**src/rtl/parking_pkg.sv**
```systemverilog
// Shared parking-lot constants, gate state encoding and occupancy helpers.
// Used by the gate arbiter, the display blocks and the timing blocks.
package parking_pkg;

  localparam int NUM_SPOTS = 4;
  localparam int SPOT_W    = 2;
  localparam int CAP_W     = 3;

  typedef enum logic [1:0] {
    IDLE     = 2'd0,
    OPEN_IN  = 2'd1,
    OPEN_OUT = 2'd2,
    GUARD    = 2'd3
  } gate_state_t;

  // Number of free spots for a given occupancy vector.
  function automatic logic [CAP_W-1:0] free_count(input logic [NUM_SPOTS-1:0] occ);
    logic [CAP_W-1:0] n;
    n = CAP_W'(NUM_SPOTS);
    for (int i = 0; i < NUM_SPOTS; i++) n = n - CAP_W'(occ[i]);
    return n;
  endfunction

endpackage

```
**src/rtl/parking_spot_alloc.sv**
```systemverilog
// Lowest-index free spot finder: purely combinational priority encoder.
module parking_spot_alloc
  import parking_pkg::*;
(
  input  logic [NUM_SPOTS-1:0] i_occ,
  output logic                 o_free_valid,
  output logic [SPOT_W-1:0]    o_free_idx
);

  // Scan high to low so the last hit, the lowest free index, wins.
  always_comb begin
    o_free_valid = 1'b0;
    o_free_idx   = '0;
    for (int i = NUM_SPOTS - 1; i >= 0; i--) begin
      if (!i_occ[i]) begin
        o_free_valid = 1'b1;
        o_free_idx   = SPOT_W'(i);
      end
    end
  end

endmodule

```
**src/rtl/parking_gate_arbiter.sv**
```systemverilog
// Single-door parking gate: arbitrates entry/exit requests, times the door
// open and guard phases, and owns occupancy/capacity/full status.
module parking_gate_arbiter
  import parking_pkg::*;
#(
  parameter int DOOR_CYCLES = 8,
  parameter int GAP_CYCLES  = 2
) (
  input  logic                 CLK,
  input  logic                 RST,
  input  logic                 enter_req,
  input  logic                 exit_req,
  input  logic [SPOT_W-1:0]    exit_spot,
  output logic                 enter_gnt,
  output logic                 exit_gnt,
  output logic                 enter_rej,
  output logic                 exit_rej,
  output logic [SPOT_W-1:0]    assigned_spot,
  output logic [NUM_SPOTS-1:0] occupancy,
  output logic [CAP_W-1:0]     capacity,
  output logic                 full,
  output logic                 door_open,
  output logic                 busy
);

  localparam int CNT_MAX = (DOOR_CYCLES > GAP_CYCLES) ? DOOR_CYCLES : GAP_CYCLES;
  localparam int CNT_W   = (CNT_MAX > 1) ? $clog2(CNT_MAX) : 1;
  localparam logic [CNT_W-1:0] DOOR_LOAD = CNT_W'(DOOR_CYCLES - 1);
  localparam logic [CNT_W-1:0] GAP_LOAD  = CNT_W'(GAP_CYCLES - 1);

  gate_state_t          r_state, w_state_nxt;
  logic [CNT_W-1:0]     r_cnt, w_cnt_nxt;
  logic [NUM_SPOTS-1:0] r_occ, w_occ_nxt;
  logic [SPOT_W-1:0]    r_spot, w_spot_nxt;
  logic [CAP_W-1:0]     r_cap;
  logic                 r_full, r_door, r_busy, w_door_nxt;
  logic                 r_rr_exit, w_rr_nxt;
  logic                 r_egnt, r_xgnt, r_erej, r_xrej;
  logic                 w_egnt, w_xgnt, w_erej, w_xrej;
  logic                 w_free_valid, w_serve_exit, w_serve_enter;
  logic [SPOT_W-1:0]    w_free_idx;

  parking_spot_alloc u_alloc (
    .i_occ        (r_occ),
    .o_free_valid (w_free_valid),
    .o_free_idx   (w_free_idx)
  );

  // Exit wins a tie when round-robin favours it; a reject still counts as served.
  assign w_serve_exit  = exit_req && (!enter_req || r_rr_exit);
  assign w_serve_enter = enter_req && !w_serve_exit;

  always_comb begin
    w_state_nxt = r_state;
    w_cnt_nxt   = r_cnt;
    w_occ_nxt   = r_occ;
    w_spot_nxt  = r_spot;
    w_door_nxt  = r_door;
    w_rr_nxt    = r_rr_exit;
    w_egnt      = 1'b0;
    w_xgnt      = 1'b0;
    w_erej      = 1'b0;
    w_xrej      = 1'b0;
    case (r_state)
      IDLE: begin
        if (w_serve_exit) begin
          w_rr_nxt = 1'b0;
          if (r_occ[exit_spot]) begin
            w_xgnt               = 1'b1;
            w_occ_nxt[exit_spot] = 1'b0;
            w_state_nxt          = OPEN_OUT;
            w_cnt_nxt            = DOOR_LOAD;
            w_door_nxt           = 1'b1;
          end else begin
            w_xrej = 1'b1;
          end
        end else if (w_serve_enter) begin
          w_rr_nxt = 1'b1;
          if (w_free_valid) begin
            w_egnt                = 1'b1;
            w_occ_nxt[w_free_idx] = 1'b1;
            w_spot_nxt            = w_free_idx;
            w_state_nxt           = OPEN_IN;
            w_cnt_nxt             = DOOR_LOAD;
            w_door_nxt            = 1'b1;
          end else begin
            w_erej = 1'b1;
          end
        end
      end
      OPEN_IN, OPEN_OUT: begin
        if (r_cnt == '0) begin
          w_state_nxt = GUARD;
          w_cnt_nxt   = GAP_LOAD;
          w_door_nxt  = 1'b0;
        end else begin
          w_cnt_nxt = r_cnt - 1'b1;
        end
      end
      GUARD: begin
        if (r_cnt == '0) w_state_nxt = IDLE;
        else             w_cnt_nxt   = r_cnt - 1'b1;
      end
      default: begin
        w_state_nxt = IDLE;
        w_door_nxt  = 1'b0;
      end
    endcase
  end

  always_ff @(posedge CLK or negedge RST) begin
    if (!RST) begin
      r_state   <= IDLE;
      r_cnt     <= '0;
      r_occ     <= '0;
      r_spot    <= '0;
      r_cap     <= CAP_W'(NUM_SPOTS);
      r_full    <= 1'b0;
      r_door    <= 1'b0;
      r_busy    <= 1'b0;
      r_rr_exit <= 1'b1;
      r_egnt    <= 1'b0;
      r_xgnt    <= 1'b0;
      r_erej    <= 1'b0;
      r_xrej    <= 1'b0;
    end else begin
      r_state   <= w_state_nxt;
      r_cnt     <= w_cnt_nxt;
      r_occ     <= w_occ_nxt;
      r_spot    <= w_spot_nxt;
      r_cap     <= free_count(w_occ_nxt);
      r_full    <= (free_count(w_occ_nxt) == '0);
      r_door    <= w_door_nxt;
      r_busy    <= (w_state_nxt != IDLE);
      r_rr_exit <= w_rr_nxt;
      r_egnt    <= w_egnt;
      r_xgnt    <= w_xgnt;
      r_erej    <= w_erej;
      r_xrej    <= w_xrej;
    end
  end

  assign enter_gnt     = r_egnt;
  assign exit_gnt      = r_xgnt;
  assign enter_rej     = r_erej;
  assign exit_rej      = r_xrej;
  assign assigned_spot = r_spot;
  assign occupancy     = r_occ;
  assign capacity      = r_cap;
  assign full          = r_full;
  assign door_open     = r_door;
  assign busy          = r_busy;

endmodule

```
**config.mk**
```make
export PLATFORM = sky130hd
export DESIGN_NAME = parking_gate_arbiter
export DESIGN_NICKNAME = d
export VERILOG_FILES = /design/src/rtl/parking_pkg.sv /design/src/rtl/parking_spot_alloc.sv /design/src/rtl/parking_gate_arbiter.sv
export SDC_FILE = /design/constraint.sdc
export NUM_CORES = 1
export LEC_CHECK = 0
export CORE_ASPECT_RATIO = 0.75
export CORE_MARGIN = 2
export CORE_UTILIZATION = 40
export DETAILED_ROUTE_END_ITERATION = 10
export GPL_TIMING_DRIVEN = 0
export PLACE_DENSITY = 0.71
export SLEW_MARGIN = 20
export SYNTH_ARGS = -nofsm -noshare
export SYNTH_HDL_FRONTEND = slang
export SYNTH_SLANG_ARGS = --single-unit
```
**constraint.sdc**
```tcl
create_clock -name CLK -period 3.56 [get_ports CLK]
set_input_delay 0.712 -clock CLK [delete_from_list [all_inputs] [get_ports CLK]]
set_output_delay 0.712 -clock CLK [all_outputs]
set_load 0.1 [all_outputs]
```
# Word level (Yosys, flattened, before mapping)
# Index checks and enable logic that the tools add are counted.
dict set report classes {
  addsub 5
  magnitude_cmp 4
  n_eq_ne 8
  muxes 55
  bitwise 4
  reduce_logical 18
}
# cell n
set op_table {}
lappend op_table {{1-bit two-way mux} 28}
lappend op_table {{2-bit two-way mux} 10}
lappend op_table {{4-bit two-way mux} 5}
lappend op_table {{3-bit two-way mux} 6}
lappend op_table {{3-bit one-hot mux with 3 select lines} 1}
lappend op_table {{3-bit by 1-bit subtractor with 3-bit output} 3}
lappend op_table {{4-bit AND reduction} 2}
lappend op_table {{3-bit logical NOT} 2}
lappend op_table {{2-bit by 3-bit less-than comparator with 1-bit output, second input constant} 2}
lappend op_table {{3-bit != test, second input constant} 2}
lappend op_table {{2-bit one-hot mux with 3 select lines} 1}
lappend op_table {{2-bit nonzero test} 3}
lappend op_table {{5-bit AND reduction} 1}
lappend op_table {{4-bit bitwise AND} 1}
lappend op_table {{1-bit demux with 2-bit select} 2}
lappend op_table {{2-bit == test, second input constant} 2}
lappend op_table {{2-bit by 1-bit >= comparator with 1-bit output, second input constant} 2}
lappend op_table {{1-bit logical AND} 4}
lappend op_table {{2-bit != test, second input constant} 2}
lappend op_table {{4-bit inverter} 1}
lappend op_table {{4-bit OR} 1}
lappend op_table {{3-bit by 2-bit != test with 1-bit output, second input constant} 1}
lappend op_table {{3-bit by 1-bit subtractor with 3-bit output, first input constant} 1}
lappend op_table {{3-bit by 1-bit subtractor with 3-bit output, second input constant} 1}
lappend op_table {{other kinds (9)} 10}
dict set report totals {
  reg_bits 22
  inputBits 6
  out_inout_bits 16
  elab_cells 107
}

# Depth between registers and ports, before layout
dict set report logic_depth {
  ltp_word 18
  depth_mapped 11
  depth_no_buf 10
}

# Hierarchy
# A second synthesis with hierarchy kept.
dict set report unflattened {
  cells_unflattened 114
  area_unflattened_um2 1182.4
}
# module n_inst cells_each area_per_inst_um2 seq_area_each_um2
set modules_own_cells {}
lappend modules_own_cells {parking_gate_arbiter 1 109 1153.6 553.0}
lappend modules_own_cells {parking_spot_alloc 1 5 28.8 0.0}

# Worst setup path after synthesis
# Ideal clock, no wire load.
dict set report synth_path {
  path_kind {input-to-reg}
  from {in enter_req}
  to {reg r_full, in the netlist full}
  setup_time_ns 0.086
  arrival_ns 2.676
  required_time_ns 3.474
  slack_ns 0.798
  stages 10
  path_buffers 1
  path_cell_list {a21boi_0 > and2_1 > clkbuf_1 > a31oi_1 > a31oi_1 > fa_1 > inv_1 > ha_1 > ha_1 > nor3_1}
}
dict set report synth_between {
  word_cells_on_any_way 13
  classes_between {4 x add/sub; 3 x mux; 6 x reduce/logical}
}
# item line_no
set synth_rtl {}
lappend synth_rtl {{start, declared} parking_gate_arbiter.sv:11} ;# input logic enter_req,
lappend synth_rtl {{1-bit logical NOT} parking_gate_arbiter.sv:50} ;# assign w_serve_exit = exit_req && (!enter_req || r_rr_exit);
lappend synth_rtl {{1-bit logical OR} parking_gate_arbiter.sv:50}
lappend synth_rtl {{1-bit logical AND} parking_gate_arbiter.sv:50}
lappend synth_rtl {{1-bit logical NOT} parking_gate_arbiter.sv:51} ;# assign w_serve_enter = enter_req && !w_serve_exit;
lappend synth_rtl {{1-bit logical AND} parking_gate_arbiter.sv:51}
lappend synth_rtl {{4-bit two-way mux} parking_gate_arbiter.sv:77} ;# end else if (w_serve_enter) begin
lappend synth_rtl {{4-bit two-way mux *} parking_gate_arbiter.sv:66} ;# if (w_serve_exit) begin
lappend synth_rtl {{4-bit two-way mux *} parking_gate_arbiter.sv:64} ;# case (r_state)
lappend synth_rtl {{named net w_occ_nxt[2]} parking_gate_arbiter.sv:33} ;# logic [NUM_SPOTS-1:0] r_occ, w_occ_nxt;
lappend synth_rtl {{3-bit by 1-bit subtractor with 3-bit output * (2 in series)} parking_pkg.sv:20} ;# for (int i = 0; i < NUM_SPOTS; i++) n = n - CAP_W'(occ[i]);
lappend synth_rtl {{3-bit logical NOT *} parking_gate_arbiter.sv:132} ;# r_full <= (free_count(w_occ_nxt) == '0);
lappend synth_rtl {{end signal, assigned} parking_gate_arbiter.sv:132}
lappend synth_rtl {{end, declared} parking_gate_arbiter.sv:36} ;# logic r_full, r_door, r_busy, w_door_nxt;
# Mark *: on every way through the listed nets, which the timed path passes. The rest lies on a longest branch.
# A chain may end at the register's enable or synchronous reset.

# Worst setup path after layout
dict set report layout_path {
  from {in exit_req}
  to {reg r_full, in the netlist full}
}
dict set report layout_between {
  word_cells_on_any_way 11
  classes_between {4 x add/sub; 3 x mux; 4 x reduce/logical}
}
# item line_no
set layout_rtl {}
lappend layout_rtl {{start, declared} parking_gate_arbiter.sv:12} ;# input logic exit_req,
lappend layout_rtl {{1-bit logical AND *} parking_gate_arbiter.sv:50}
lappend layout_rtl {{1-bit logical NOT} parking_gate_arbiter.sv:51}
lappend layout_rtl {{1-bit logical AND} parking_gate_arbiter.sv:51}
lappend layout_rtl {{4-bit two-way mux} parking_gate_arbiter.sv:77}
lappend layout_rtl {{4-bit two-way mux *} parking_gate_arbiter.sv:66}
lappend layout_rtl {{4-bit two-way mux *} parking_gate_arbiter.sv:64}
lappend layout_rtl {{named net w_occ_nxt[2]} parking_gate_arbiter.sv:33}
lappend layout_rtl {{3-bit by 1-bit subtractor with 3-bit output * (2 in series)} parking_pkg.sv:20}
lappend layout_rtl {{3-bit logical NOT *} parking_gate_arbiter.sv:132}
# Marked as above.

==> flow_summary.toml <==
[timing]
hold_viol_final = 0
hold-worst-slack_ns = 0.541
setup_viol = 0
slew_violations = 0
worst_pin_slew_ns = 0.986
period_share_pct = 92.6
max_slew_margin_pct = 34.1
rsz0062_at_grt = "false"
finClkSkew_ns = 0.00208
setup_slack_ns = 0.263
fin_crit_ns = 3.30
max_freq_mhz = 303

[yosys]
synth_area_per_cell_um2 = 10.3
netlist_area_um2 = 1100
synth_seq_cells = 22
ys_seq_area_share_pct = 50.1
synth-edff-count = 0
yosysTopAreaCell = "dfrtp_1"
synth_flop_cell = "dfrtp_1"
syn-num-nets = 120
syn_inst = 107
ys_types = 37
ys_top_cells_by_area = "dfrtp_1 (45%), ha_1 (6.8%), dfstp_2 (4.8%), inv_1 (3.7%), a21oi_1 (3.6%)"
ys_warn_count = 0
async_reset_ff_share_pct = 100
synth_top_area_share_pct = 45.4

[finish]
drive_gt1_share_pct = 9.85
area_delta_synth_final_pct = 28.1
fin_nets = 146
n_antenna_cell = 0
nFillCells = 241

[setup_path]
reg2regPathDepth = 11
cp_max_fo = 6
critical_path_required_ns = 3.73
timing.rr.end = "full$_DFF_PN0_"
end_kind = "register"
r2r_setup_slack_ns = 0.87
rr_startpoint = "r_state[0]$_DFF_PN0_"
start_kind = "primary input"
critical_path_class = "primary input to register"
arrival_ns = 3.47

[floorplan]
die_w_um = 64.7
initial_core_util_pct = 42.1
die_h_um = 49.5
die_area_um2 = 3200
rows = 16
ios = 22
core_area_um2 = 2620

[routing]
drc = 0
drtPass1Iterations = 4
post_drt_wl_per_cell_um = 13.9
ant_nets = 0
drt-total-wl_um = 2340
drtIter0Drc = 41
routed_via_density = 5.11
vias = 858

[hold_path]
whs_endpoint = "r_rr_exit$_DFFE_PN1P_"
whs_path_depth = 2
min_from = "r_rr_exit$_DFFE_PN1P_"
hold_path_class = "register to register"

[cts]
clockRootBuffer = "clkbuf_8"
cts_buffers = 3
clk_path_buf_depth = 2
cts-resized-gates = 0
post_cts_buffers = 0
clkTransAtPathRegs_ns = 0.07
h-tree-depth = 1
clk_latency_ns = 0.25
clkSinkCount = 22
cts_tree = "done"
cts-hold-fix-buffers = 0

[place]
pre_cts_ws_ns = -0.00664
place.gp.congestion = 0.765
post-dp-hpwl_um = 1800
port_buffers = 21

[grt]
grt_max_degree = 23
antenna_found_initial = 0
grt_pass1_vias = 829
grt_overflow = 0
grt_pass1_wl_um = 3950
track_usage_pct = 16.2

[run]
drv_cap = 0

[outcome]
run_status = "completed"
-- cells in the final DEF (no fill, tap or decap), types with 2 or more instances in the layout --
cell,Yosys,layout
clkdlybuf4s50_1,0,21
dfrtp_1,20,20
inv_1,11,11
nand2_1,9,9
a21oi_1,8,8
nor2_1,7,7
a31oi_1,6,6
ha_1,6,6
clkbuf_8,0,4
nand3_1,3,3
o21ai_0,3,3
nand2b_1,2,2
and2_1,2,2
clkbuf_1,2,2
nor2b_1,2,2
o22ai_1,2,2
dfstp_2,2,2
-- worst max-delay path by stage --
stage                           endpoint  startpoint  cells past startpoint
final                     full$_DFF_PN0_    exit_req                     11
after global routing      full$_DFF_PN0_    exit_req                     11
after CTS                 full$_DFF_PN0_    exit_req                     11
after detailed placement  full$_DFF_PN0_    exit_req                     11
after global placement    full$_DFF_PN0_    exit_req                     11
after floorplan           full$_DFF_PN0_   enter_req                     10
-- registers in the layout, indices dropped and copies added (netlist names) --
signal	count
r_state	2
exit_gnt	1
enter_gnt	1
enter_rej	1
r_rr_exit	1
occupancy	4
exit_rej	1
busy	1
door_open	1
assigned_spot	2
r_cnt	3
full	1
capacity	3
-- per-stage QoR --
step	instances	utilization [%]	setup TNS [ns]	cell area, µm²
6_report	168	53.9	0	1410
5_1_grt	168	53.9	0	1410
4_1_cts	168	53.9	0	1410
3_5_place_dp	164	51.8	-0.00664	1360
3_3_place_gp	164	51.8	0	1360
2_1_floorplan	107	-	0	1100
-- routing by layer --
metal | share of wire, % | vias up | track usage [%] | routed length, µm
met5 | 0 | - | 0 | 0
met4 | 0 | 0 | 2.13 | 0
met3 | 5.4 | 0 | 5.02 | 126
met2 | 45 | 21 | 25.0 | 1040
met1 | 50 | 401 | 23.1 | 1170
li1 | - | 436 | - | -
-- synth_stat cells (2+ instances only) --
master and instances:
dfstp_2 2, and2_1 2, nor2b_1 2, o21ai_0 3, o22ai_1 2, a21oi_1 8
nor2_1 7, clkbuf_1 2, inv_1 11, ha_1 6, nand2b_1 2, dfrtp_1 20
nand3_1 3, a31oi_1 6, nand2_1 9
-- critical path, cell delays in order --
cell	delay, ns
clkdlybuf4s50_1	0.50
a21boi_0	0.38
and2_1	0.18
clkbuf_1	0.24
a31oi_1	0.12
a31oi_1	0.25
fa_1	0.46
inv_1	0.06
ha_1	0.14
ha_1	0.24
nor3_1	0.18
-- area by class of cell --
class / instances / area, µm² / area share (%)
sequential: 22 / 553 / 39.1
tap: 36 / 45.0 / 3.19
clock buffer: 4 / 55.1 / 3.89
multi-input combinational: 72 / 502 / 35.5
buffer: 2 / 7.51 / 0.531
timing repair buffer: 21 / 210 / 14.9
inverter: 11 / 41.3 / 2.92
-- logic make-up after synthesis --
kind of cell	after synthesis	synth area share [%]
AO/OA/AOI/OAI	33	21.2
AND/OR/NAND/NOR	31	13.6
flip-flops	22	50.1
buffers and inverters	13	4.42
adder cells (fa/ha/maj)	7	8.62
multiplexers	1	2.04
Power is left out: the tool's default activity adds up to more than one toggle a clock period on the data nets, which glitch-free logic cannot reach.
